--- src/rtl/iic_req_sched.sv ---
// Round-robin front end that shares one I2C transaction controller between NREQ requesters.
// Latches the winner's fields, launches the controller, and returns done/err (with a watchdog).
module iic_req_sched #(
    parameter int NREQ    = 4,
    parameter int AW      = 7,
    parameter int RW      = 8,
    parameter int DW      = 8,
    parameter int TIMEOUT = 4096,
    localparam int IW     = $clog2(NREQ)
) (
    input  logic                 clk,
    input  logic                 rstn,
    input  logic [NREQ-1:0]      req_valid,
    input  logic [NREQ*AW-1:0]   req_chip,
    input  logic [NREQ*RW-1:0]   req_reg,
    input  logic [NREQ*DW-1:0]   req_data,
    output logic [NREQ-1:0]      req_ready,
    output logic [NREQ-1:0]      req_done,
    output logic [NREQ-1:0]      req_err,
    output logic                 start_sys,
    output logic [AW-1:0]        tx_chip,
    output logic [RW-1:0]        tx_reg,
    output logic [DW-1:0]        tx_data,
    input  logic                 finish_stop,
    output logic                 abort,
    output logic                 busy,
    output logic [IW-1:0]        grant_id
);

    typedef enum logic [1:0] {IDLE, LAUNCH, WAIT, DONE} state_t;

    localparam int TW = (TIMEOUT > 2) ? $clog2(TIMEOUT) : 1;
    localparam logic [TW-1:0] TLAST = TW'((TIMEOUT > 0) ? TIMEOUT - 1 : 0);

    state_t          state;
    logic [IW-1:0]   ptr;
    logic [TW-1:0]   timer;

    logic [AW-1:0]   chip_a [NREQ];
    logic [RW-1:0]   reg_a  [NREQ];
    logic [DW-1:0]   data_a [NREQ];

    genvar g;
    for (g = 0; g < NREQ; g++) begin : g_unpack
        assign chip_a[g] = req_chip[g*AW +: AW];
        assign reg_a[g]  = req_reg[g*RW +: RW];
        assign data_a[g] = req_data[g*DW +: DW];
    end

    // First set request at or after ptr, wrapping at NREQ-1.
    logic            found;
    logic [IW-1:0]   sel;
    logic [IW-1:0]   idx;

    always_comb begin
        found = 1'b0;
        sel   = '0;
        idx   = '0;
        for (int i = 0; i < NREQ; i++) begin
            idx = IW'((int'(ptr) + i) % NREQ);
            if (!found && req_valid[idx]) begin
                found = 1'b1;
                sel   = idx;
            end
        end
    end

    logic [NREQ-1:0] gid_onehot;
    logic [IW-1:0]   ptr_next;

    assign gid_onehot = NREQ'(1) << grant_id;
    assign ptr_next   = (grant_id == IW'(NREQ-1)) ? '0 : grant_id + 1'b1;

    always_ff @(posedge clk or negedge rstn) begin
        if (!rstn) begin
            state     <= IDLE;
            ptr       <= '0;
            timer     <= '0;
            grant_id  <= '0;
            tx_chip   <= '0;
            tx_reg    <= '0;
            tx_data   <= '0;
            req_ready <= '0;
            req_done  <= '0;
            req_err   <= '0;
            start_sys <= 1'b0;
            abort     <= 1'b0;
            busy      <= 1'b0;
        end else begin
            // pulse outputs default low; each state raises only what it owns
            start_sys <= 1'b0;
            req_ready <= '0;
            req_done  <= '0;
            req_err   <= '0;
            abort     <= 1'b0;
            case (state)
                IDLE: begin
                    if (found) begin
                        tx_chip   <= chip_a[sel];
                        tx_reg    <= reg_a[sel];
                        tx_data   <= data_a[sel];
                        grant_id  <= sel;
                        req_ready <= NREQ'(1) << sel;
                        start_sys <= 1'b1;
                        busy      <= 1'b1;
                        state     <= LAUNCH;
                    end
                end
                LAUNCH: begin
                    timer <= '0;
                    state <= WAIT;
                end
                WAIT: begin
                    if (finish_stop) begin
                        req_done <= gid_onehot;
                        state    <= DONE;
                    end else if (TIMEOUT != 0 && timer == TLAST) begin
                        req_done <= gid_onehot;
                        req_err  <= gid_onehot;
                        abort    <= 1'b1;
                        state    <= DONE;
                    end else begin
                        timer <= timer + 1'b1;
                    end
                end
                DONE: begin
                    ptr   <= ptr_next;
                    busy  <= 1'b0;
                    state <= IDLE;
                end
                default: state <= IDLE;
            endcase
        end
    end

endmodule

--- config.mk ---
export PLATFORM = sky130hd
export DESIGN_NAME = iic_req_sched
export DESIGN_NICKNAME = d
export VERILOG_FILES = /design/src/rtl/iic_req_sched.sv
export SDC_FILE = /design/constraint.sdc
export NUM_CORES = 1
export LEC_CHECK = 0
export ABC_AREA = 1
export CORE_MARGIN = 3
export CORE_UTILIZATION = 49
export CTS_CLUSTER_DIAMETER = 50
export DETAILED_ROUTE_END_ITERATION = 10
export MAX_ROUTING_LAYER = met4
export PLACE_DENSITY = 0.88
export SLEW_MARGIN = 20
export SYNTH_ARGS = -nofsm -noshare
export SYNTH_HDL_FRONTEND = slang
export SYNTH_SLANG_ARGS = --single-unit
--- constraint.sdc ---
create_clock -name clk -period 4.7 [get_ports clk]
set_input_delay 0.47 -clock clk [delete_from_list [all_inputs] [get_ports clk]]
set_output_delay 0.47 -clock clk [all_outputs]
set_load 0.01 [all_outputs]
# Word-level counts from Yosys, hierarchy flattened

Cells that the tools add are included.

Add/subtract/negate cells: 5
$mul: 0
Div/mod/pow operators: 0
Magnitude comparators: 5
Equal/unequal tests: 9
Shift-type cells: 2
Mux-type cells: 47
Bitwise gates (word level): 1
Reductions and logical operators: 13

Operators by type and width:

| kind                                                                          | number |
|---|---|
| 8-bit binary-select mux with 2-bit select                                     | 2 |
| 8-bit 2-to-1 mux                                                              | 4 |
| 4-bit 2-to-1 mux                                                              | 7 |
| 12-bit 2-to-1 mux                                                             | 2 |
| 12-bit one-hot mux with 2 select lines                                        | 1 |
| 2-bit 2-to-1 mux                                                              | 8 |
| 7-bit binary-select mux with 2-bit select                                     | 1 |
| 1-bit 2-to-1 mux                                                              | 14 |
| 7-bit 2-to-1 mux                                                              | 2 |
| 12-bit by 1-bit adder with 12-bit output (second input constant)              | 1 |
| 12-bit equality test (second input constant)                                  | 1 |
| 2-bit by 3-bit less-than comparator with 1-bit output (second input constant) | 4 |
| 1-bit binary-select mux with 2-bit select                                     | 4 |
| 2-bit one-hot mux with 4 select lines                                         | 1 |
| 1-bit by 2-bit left shift with 4-bit output (first input constant)            | 2 |
| 2-bit equality test (second input constant)                                   | 3 |
| 2-bit inequality test (second input constant)                                 | 3 |
| 2-bit AND reduction                                                           | 3 |
| 2-bit by 1-bit adder with 2-bit output (second input constant)                | 2 |
| 2-bit adder (second input constant)                                           | 2 |
| 2-bit nonzero test                                                            | 2 |
| 3-bit greater-or-equal comparator (second input constant)                     | 1 |
| 1-bit logical AND                                                             | 3 |
| 1-bit logical NOT                                                             | 3 |
| 6 further kinds                                                               | 6 |

Register bits after elaboration: 56
Bits in latches: 0
Memory bits (writable): 0
Bits in read-only memories: 0
Input bits: 99
Output and inout bits: 40
Logic and storage cells: 95
Memories kept: 0

# Logic depth before layout (Yosys ltp)

Gate-level depths: netlist of run 1.

Depth after elaboration: 16
Depth in mapped cells: 15
Depth with buffers taken out: 14

# Worst setup path before layout of run 1

Ideal clock, no wire load.

Path kind: register -> register
From: register timer[0]
To: register timer[3]
Library setup time: 0.119 ns
Arrival time: 1.647 ns
Data required time: 4.581 ns
Setup slack: 2.934 ns
Stages on the path, launching flop included: 14
Buffers on the path: 1
Period minus slack after synthesis: 1.766 ns
Path through: dfrtp_1 > ha_1 > nand2_1 > nor2_2 > nand3_1 > nor2_1 > nand3_1 > nand2_1 > inv_1 > nand2_2 > nand2_1 > buf_2 > a21oi_1 > nor2_1

Cells in the longest elaborated chain, start to end: 4
Elaborated cells between the ends (all ways): 7
Those cells by class: add/sub (1); eq/ne (2); mux (3); reduce/logical (1)

Ends and longest elaborated chain:

| element                                  | RTL line | source |
|---|---|---|
| start, declared                          | 37       | `logic [TW-1:0] timer;` |
| start signal, assigned                   | 123      | `timer <= timer + 1'b1;` |
| 12-bit by 1-bit adder with 12-bit output | 123      |  |
| 12-bit 2-to-1 mux                        | 117      | `end else if (TIMEOUT != 0 && timer == TLAST) begin` |
| 12-bit 2-to-1 mux                        | 114      | `if (finish_stop) begin` |
| 12-bit one-hot mux with 2 select lines   | 96       | `case (state)` |

Several ways; a longest one is shown, not always the timed one. The select of a mux whose other input is x is not followed.
A chain may end at the register's enable or synchronous reset.

# Worst setup path in the final report of run 1

From: register ptr[0]
To: register tx_data[7]

Cells in the longest elaborated chain, start to end: 16
Elaborated cells between the ends (all ways): 30
Those cells by class: add/sub (3); mux (19); bitwise (1); reduce/logical (7)

Ends and longest elaborated chain:

| element                                                                         | RTL line | source |
|---|---|---|
| start, declared                                                                 | 36       | `logic [IW-1:0] ptr;` |
| start signal, assigned                                                          | 127      | `ptr <= ptr_next;` |
| branches (longest 16 deep; another with 2-bit by 1-bit adder with 2-bit output) | n/a      |  |
| end signal, assigned                                                            | 101      | `tx_data <= data_a[sel];` |
| end, declared                                                                   | 23       | `output logic [DW-1:0] tx_data,` |

Parallel ways; which one is timed is not known. The select of a mux whose other input is x is not followed.

==> metrics.md, run 1 <==
| Metric | Value |
|---|---|
| Final hold viol count | `0` |
| Clk Tree Root Cell | `clkbuf_8` |
| Clock Path Buffers | `2` |
| Core region area | `7292 um^2` |
| WP buf/inv | `2` |
| Clock Skew | `0.01264 ns` |
| Post-CTS Repair Setup Buffers | `0` |
| Number of antenna violations at the first check in global routing | `0` |
| Flop-to-flop setup slack | `1.61 ns` |
| DP Cell Count | `775` |
| Crit end category | `register` |
| Yosys reg bits | `between 50 and 60` |
| Reg-to-Reg End | `tx_data[7]` |
| Vias per cell | `5.010` |
| GP Congestion | `1.021` |
| VDD IR max | `between 0.0003 and 0.0004 V` |
| Routed wl met2 | `5278 um` |
| Inserted Diodes | `0` |
| Area delta synth->final | `39.56%` |
| Die X | `93.01 um` |
| CTS tree | `done` |
| Ys flop type | `dfrtp_1` |
| Slew Viols, Final | `0` |
| PortBufs | `approximately 140` |
| CP peak stage delay | `0.58 ns` |
| Top cell type by total area after synthesis | `dfrtp_1` |
| Grt ovf | `0` |
| CP startpoint kind | `register` |
| Leak | `0.002720 uW` |
| Most frequent cells in the layout | `nand2_1 (174), clkdlybuf4s50_1 (137), inv_1 (112), nand3_1 (92), dfrtp_1 (56)` |
| Final std cells w/o fill | `783` |
| Initial DRC Count | `roughly 280` |
| Crit path required time | `~4.9 ns` |
| Layout cell share with drive strength beyond 1 | `0.04240` |
| Post-DR wirelength/cell | `13.12 um` |
| Fin crit period | `approximately 3.1 ns` |
| DRT met1 WL | `4102 um` |
| CP endpoint | `tx_data[7]` |
| Cell Pwr Density | `roughly 600 nW/um^2` |
| Area share of the largest cell type after synthesis | `0.3777` |
| Die Ht | `93.01 um` |
| Die area | `just under 9000 um^2` |
| Clock slew at reported path FFs | `0.10 ns` |
| Placed inst area | `between 5000 and 6000 um^2` |
| CP Depth | `11` |
| WS Path Type | `register to register` |
| Min-Delay Path Class | `input port to async pin` |
| Initial Util | `0.5088` |
| Via count | `roughly 3900` |
| Max Used Layer | `met4` |
| Largest register FFs | `12` |
| Fin nets | `792` |
| Status | `complete, no violations` |
| CTS sink cnt | `56` |
| Library cells used by synthesis | `26` |
| Setup TNS | `0 ns` |
| Final wirelength | `10280 um` |
| Finished Cell Area | `5177 um^2` |
| Clock latency on the worst-skew pair | `0.32 ns` |
| Final WS setup | `about 1.6 ns` |
| Post-synth ARST share | `1.000` |
| Mapped Avg Cell Area | `6.660 um^2` |
| Hold buffer count at cts | `0` |
| Rows | `31` |
| Cell count of the worst reg-to-reg path | `11` |
| Slowest cell on the critical path | `dfrtp_1` |
| Max_slew headroom | `0.4777` |
| 1st-pass router iterations | `5` |
| Largest net degree at the start of global routing | `60` |
| # DRC | `0` |
| H-tree Lvls | `2` |
| Commonest non-fill, non-tap cell in the layout | `nand2_1` |
| Peak Freq | `323.8 MHz` |
| Post-Synthesis Cells | `557` |
| Main area contributors after synthesis | `dfrtp_1 (38%), nand2_1 (18%), nand3_1 (12%), inv_1 (11%), ha_1 (3.4%)` |
| Syn nets | `between 600 and 700` |
| Origin of the worst setup path | `ptr[0]` |
| Worst slew pin tran | `0.7816 ns` |
| Final setup vio count | `0` |
| YS warnings | `0` |
| DP HPWL | `7894 um` |
| Max-cap violation count | `0` |
| RR Startpoint | `ptr[0]` |
| Mapped cell area | `3710 um^2` |
| Arr. time, crit path | `~3.3 ns` |
| Crit-path cells | `inv_2 -> nand2_1 -> nand3_1 -> nand2_2 -> a21oi_1 -> nand2_1 -> nand2_4 -> inv_2 -> nand2_1 -> nand3_1 -> nand3_1` |
| Number of flops mapped to enable cells by yosys | `0` |
| Seq/Total Area, Yosys | `0.3777` |
| DR WL met3 | `598 um` |
| Post-cts sizing count | `0` |
| Worst Path Max Fanout | `~60` |
| RSZ-0062 raised after global routing | `false` |
| Period utilization | `0.6571` |
| GRT Total Usage | `0.2396` |
| Total CTS buffers | `5` |
| Pre-CTS WS | `1.399 ns` |
| IO Count | `139` |
| CP top delay family | `simple AND/OR/NAND/NOR gates` |
| Total Power | `roughly 3100 uW` |
| Remaining antenna violation count | `0` |
| Global-route wire length before repair | `between 15000 and 20000 um` |
| Vias in the first global route | `~3700` |
[per-layer routing]
metal,GRT usage,vias to the layer above
met4,0.08669,0
met5,-,-
li1,-,1933
met3,0.03942,26
met1,0.2884,1796
met2,0.4073,168
[stage by stage]
| step | hold slack [ns] | util |
|---|---|---|
| floorplan | 0.1744 | - |
| global route | 0.3198 | 0.7100 |
| detailed placement | 0.4733 | 0.6947 |
| global placement | 0.4631 | 0.6947 |
| CTS | 0.2963 | 0.7100 |
| finish | 0.2697 | 0.7100 |
[layout make-up]
class | count | area [um^2]
clock buffer | 6 | 72.57
clock inverter | 2 | 38.79
fill | 594 | 2115
inverter | 118 | 442.9
multi-input combinational | 363 | 1714
sequential | 56 | 1401
tap | 99 | 123.9
timing repair buffer | 139 | 1384
[synthesized netlist by cell type, drive strengths merged, types with 4 or more instances]
cell and n:
nor2 32, a21oi 7, o21ai 16, nand4 4
inv 118, ha 10, or2 13, nand3 92
dfrtp 56, buf 20, nand2 181, nor3 4
[kinds of logic (layout without fill, tap and decap cells)]
kind of cell	after synthesis	count (layout)	synth area share
xor+xnor	2	2	0.004723
compound gates	25	25	0.03508
flops	56	56	0.3777
simple gates	326	326	0.3885
buf+inv	138	265	0.1602
fa+ha+maj	10	10	0.03373
[worst min path at each step]
stage,endpoint,cells past startpoint,slack [ns],start
detailed placement,tx_chip[6],2,0.47,tx_chip[6]
finish,timer[4],2,0.27,rstn
CTS,timer[5],2,0.30,rstn
floorplan,abort,0,0.17,rstn
global placement,tx_chip[1],2,0.46,tx_chip[1]
global route,timer[5],2,0.32,rstn
[report_power, final]
part           switching [uW]  internal (uW)  total [uW]
combinational            1260            751        2010
clock                     162            161         323
sequential                121            652         773
Power figures use the tool's default switching activity.
==> run 2, diff against run 1 <==
- CORE_UTILIZATION: 49 -> 45
- PLACE_DENSITY: 0.88 -> 0.81
- clock period: 4.7 -> 3.1 ns (I/O delays scaled with it)
==> run 2 against run 1 <==
  * Wire length down 2.5%
  * Sequential cell count unchanged
  * Clock skew down 0.0037 ns
  * First-iteration DRC count down 17%
  * Sequential power up 51%
  * Clock power up 29%
  * Register-to-register slack worse by 1.0 ns
  * Critical path depth up 1
  * Worst hold slack worse by 0.17 ns
  * Final cell count up 0.77%
==> metrics.md, run 2 (synthesized netlist as in run 1, its figures left out) <==
| Metric | Value |
|---|---|
| Status | `complete, no violations` |
| Layout cell share with drive strength beyond 1 | `0.04803` |
| Setup TNS | `0 ns` |
| Vias in the first global route | `3750` |
| Max_slew headroom | `0.4312` |
| Max-cap violation count | `0` |
| CP startpoint kind | `register` |
| Crit path required time | `around 3.4 ns` |
| Rows | `32` |
| Hold buffer count at cts | `0` |
| Final design utilization | `0.6612` |
| Vias per cell | `~5` |
| Largest register FFs | `12` |
| Area delta synth->final | `39.87%` |
| RSZ-0062 raised after global routing | `false` |
| Die area | `9369 um^2` |
| Arr. time, crit path | `2.78 ns` |
| Min-Delay Path Class | `input port to async pin` |
| CTS tree | `done` |
| Inserted Diodes | `0` |
| VDD IR max | `0.0006391 V` |
| Clock Skew | `0.008935 ns` |
| Largest net degree at the start of global routing | `50` |
| GRT Total Usage | `0.2203` |
| Post-CTS Repair Setup Buffers | `0` |
| Via count | `3854` |
| Crit end category | `register` |
| Worst Path Max Fanout | `14` |
| GP Congestion | `0.9369` |
| Most frequent cells in the layout | `nand2_1 (174), clkdlybuf4s50_1 (137), inv_1 (112), nand3_1 (92), dfrtp_1 (56)` |
| Worst slew pin tran | `~0.85 ns` |
| Pre-CTS WS | `around 0.47 ns` |
| Slew Viols, Final | `0` |
| Clock slew at reported path FFs | `0.10 ns` |
| Cell Pwr Density | `896.3 nW/um^2` |
| H-tree Lvls | `2` |
| Fin crit period | `2.533 ns` |
| IO Count | `about 140` |
| Fin nets | `795` |
| Reg-to-Reg End | `tx_reg[0]` |
| 1st-pass router iterations | `5` |
| PortBufs | `138` |
| Final wirelength | `10020 um` |
| Final WS setup | `0.5674 ns` |
| Period utilization | `0.8170` |
| Post-DR wirelength/cell | `~13 um` |
| Total CTS buffers | `5` |
| Clk Tree Root Cell | `clkbuf_8` |
| Post-cts sizing count | `0` |
| Leak | `between 0.002 and 0.003 uW` |
| Die X | `96.80 um` |
| Final setup vio count | `0` |
| Global-route wire length before repair | `approximately 17000 um` |
| Clock Path Buffers | `2` |
| Cell count of the worst reg-to-reg path | `12` |
| Final std cells w/o fill | `between 700 and 800` |
| Initial DRC Count | `~240` |
| Die Ht | `96.80 um` |
| Remaining antenna violation count | `0` |
| Flop-to-flop setup slack | `0.57 ns` |
| DP HPWL | `roughly 8000 um` |
| Grt ovf | `0` |
| Core region area | `7848 um^2` |
| RR Startpoint | `ptr[0]` |
| # DRC | `0` |
| DP Cell Count | `781` |
| Commonest non-fill, non-tap cell in the layout | `nand2_1` |
| Final hold viol count | `0` |
| CTS sink cnt | `56` |
| Number of antenna violations at the first check in global routing | `0` |
| Peak Freq | `394.9 MHz` |
| Worst hold margin | `approximately 0.097 ns` |
| Initial Util | `0.4727` |
| Clock latency on the worst-skew pair | `0.31 ns` |
| WS Path Type | `register to register` |
run 2: cell count changes in the layout (fill, tap and decap cells not counted):
cell        previous run  this run
buf_4                  1         4
bufinv_16              1         0
clkbuf_1               1         0
clkinv_4               0         1
clkinvlp_4             0         1
inv_6                  1         0
inv_8                  0         1
run 2: how the worst max path moves through the flow:
stage / from / endpoint / depth (start not counted)
2_1_floorplan: timer[0] / timer[3] / 13
3_3_place_gp: req_valid[3] / tx_reg[5] / 13
3_5_place_dp: req_valid[1] / tx_data[7] / 13
4_1_cts: ptr[0] / tx_chip[0] / 12
5_1_grt: ptr[0] / tx_chip[4] / 12
6_report: ptr[0] / tx_reg[0] / 12
run 2: per-layer routing:
layer / global-route usage / part of all wire / wire [um] / vias up
met3: 0.02884 / 0.051 / 514 / 15
met5: - / 0 / 0 / -
met2: 0.3657 / 0.49 / 4954 / 143
met1: 0.2862 / 0.43 / 4355 / 1761
li1: - / - / - / 1935
met4: 0.05724 / 0.019 / 193 / 0
run 2: cell type report:
class | instances | area [um^2]
Clock buffer | 5 | 68.82
Clock inverter | 3 | 27.53
Fill cell | 710 | 2659
Inverter | 118 | 442.9
Multi-Input combinational cell | 363 | 1714
Sequential cell | 56 | 1401
Tap cell | 102 | 127.6
Timing Repair Buffer | 142 | 1406
run 2: worst max-delay path: stages (launching register included):
cell and delay (ns):
dfrtp_1 0.57, inv_2 0.15, nand2_1 0.11, nand3_1 0.11, nand2_2 0.14, nor2_4 0.06, nand2_1 0.06, nand2_1 0.07
nor2_4 0.32, inv_2 0.19, nor2_2 0.43, nand3_1 0.14, nand3_1 0.11
run 2: where the power goes:
part	internal (uW)	leakage, uW	switching, uW
clock network	166	0.0000463	251
logic	1180	0.00195	1890
registers	988	0.000728	182
run 2: per-stage QoR:
step	instance area, um^2	total power, uW
6_report	5189	4651
3_3_place_gp	5092	4145
3_5_place_dp	5092	4237
5_1_grt	5189	5089
2_1_floorplan	3710	3388
4_1_cts	5189	4670
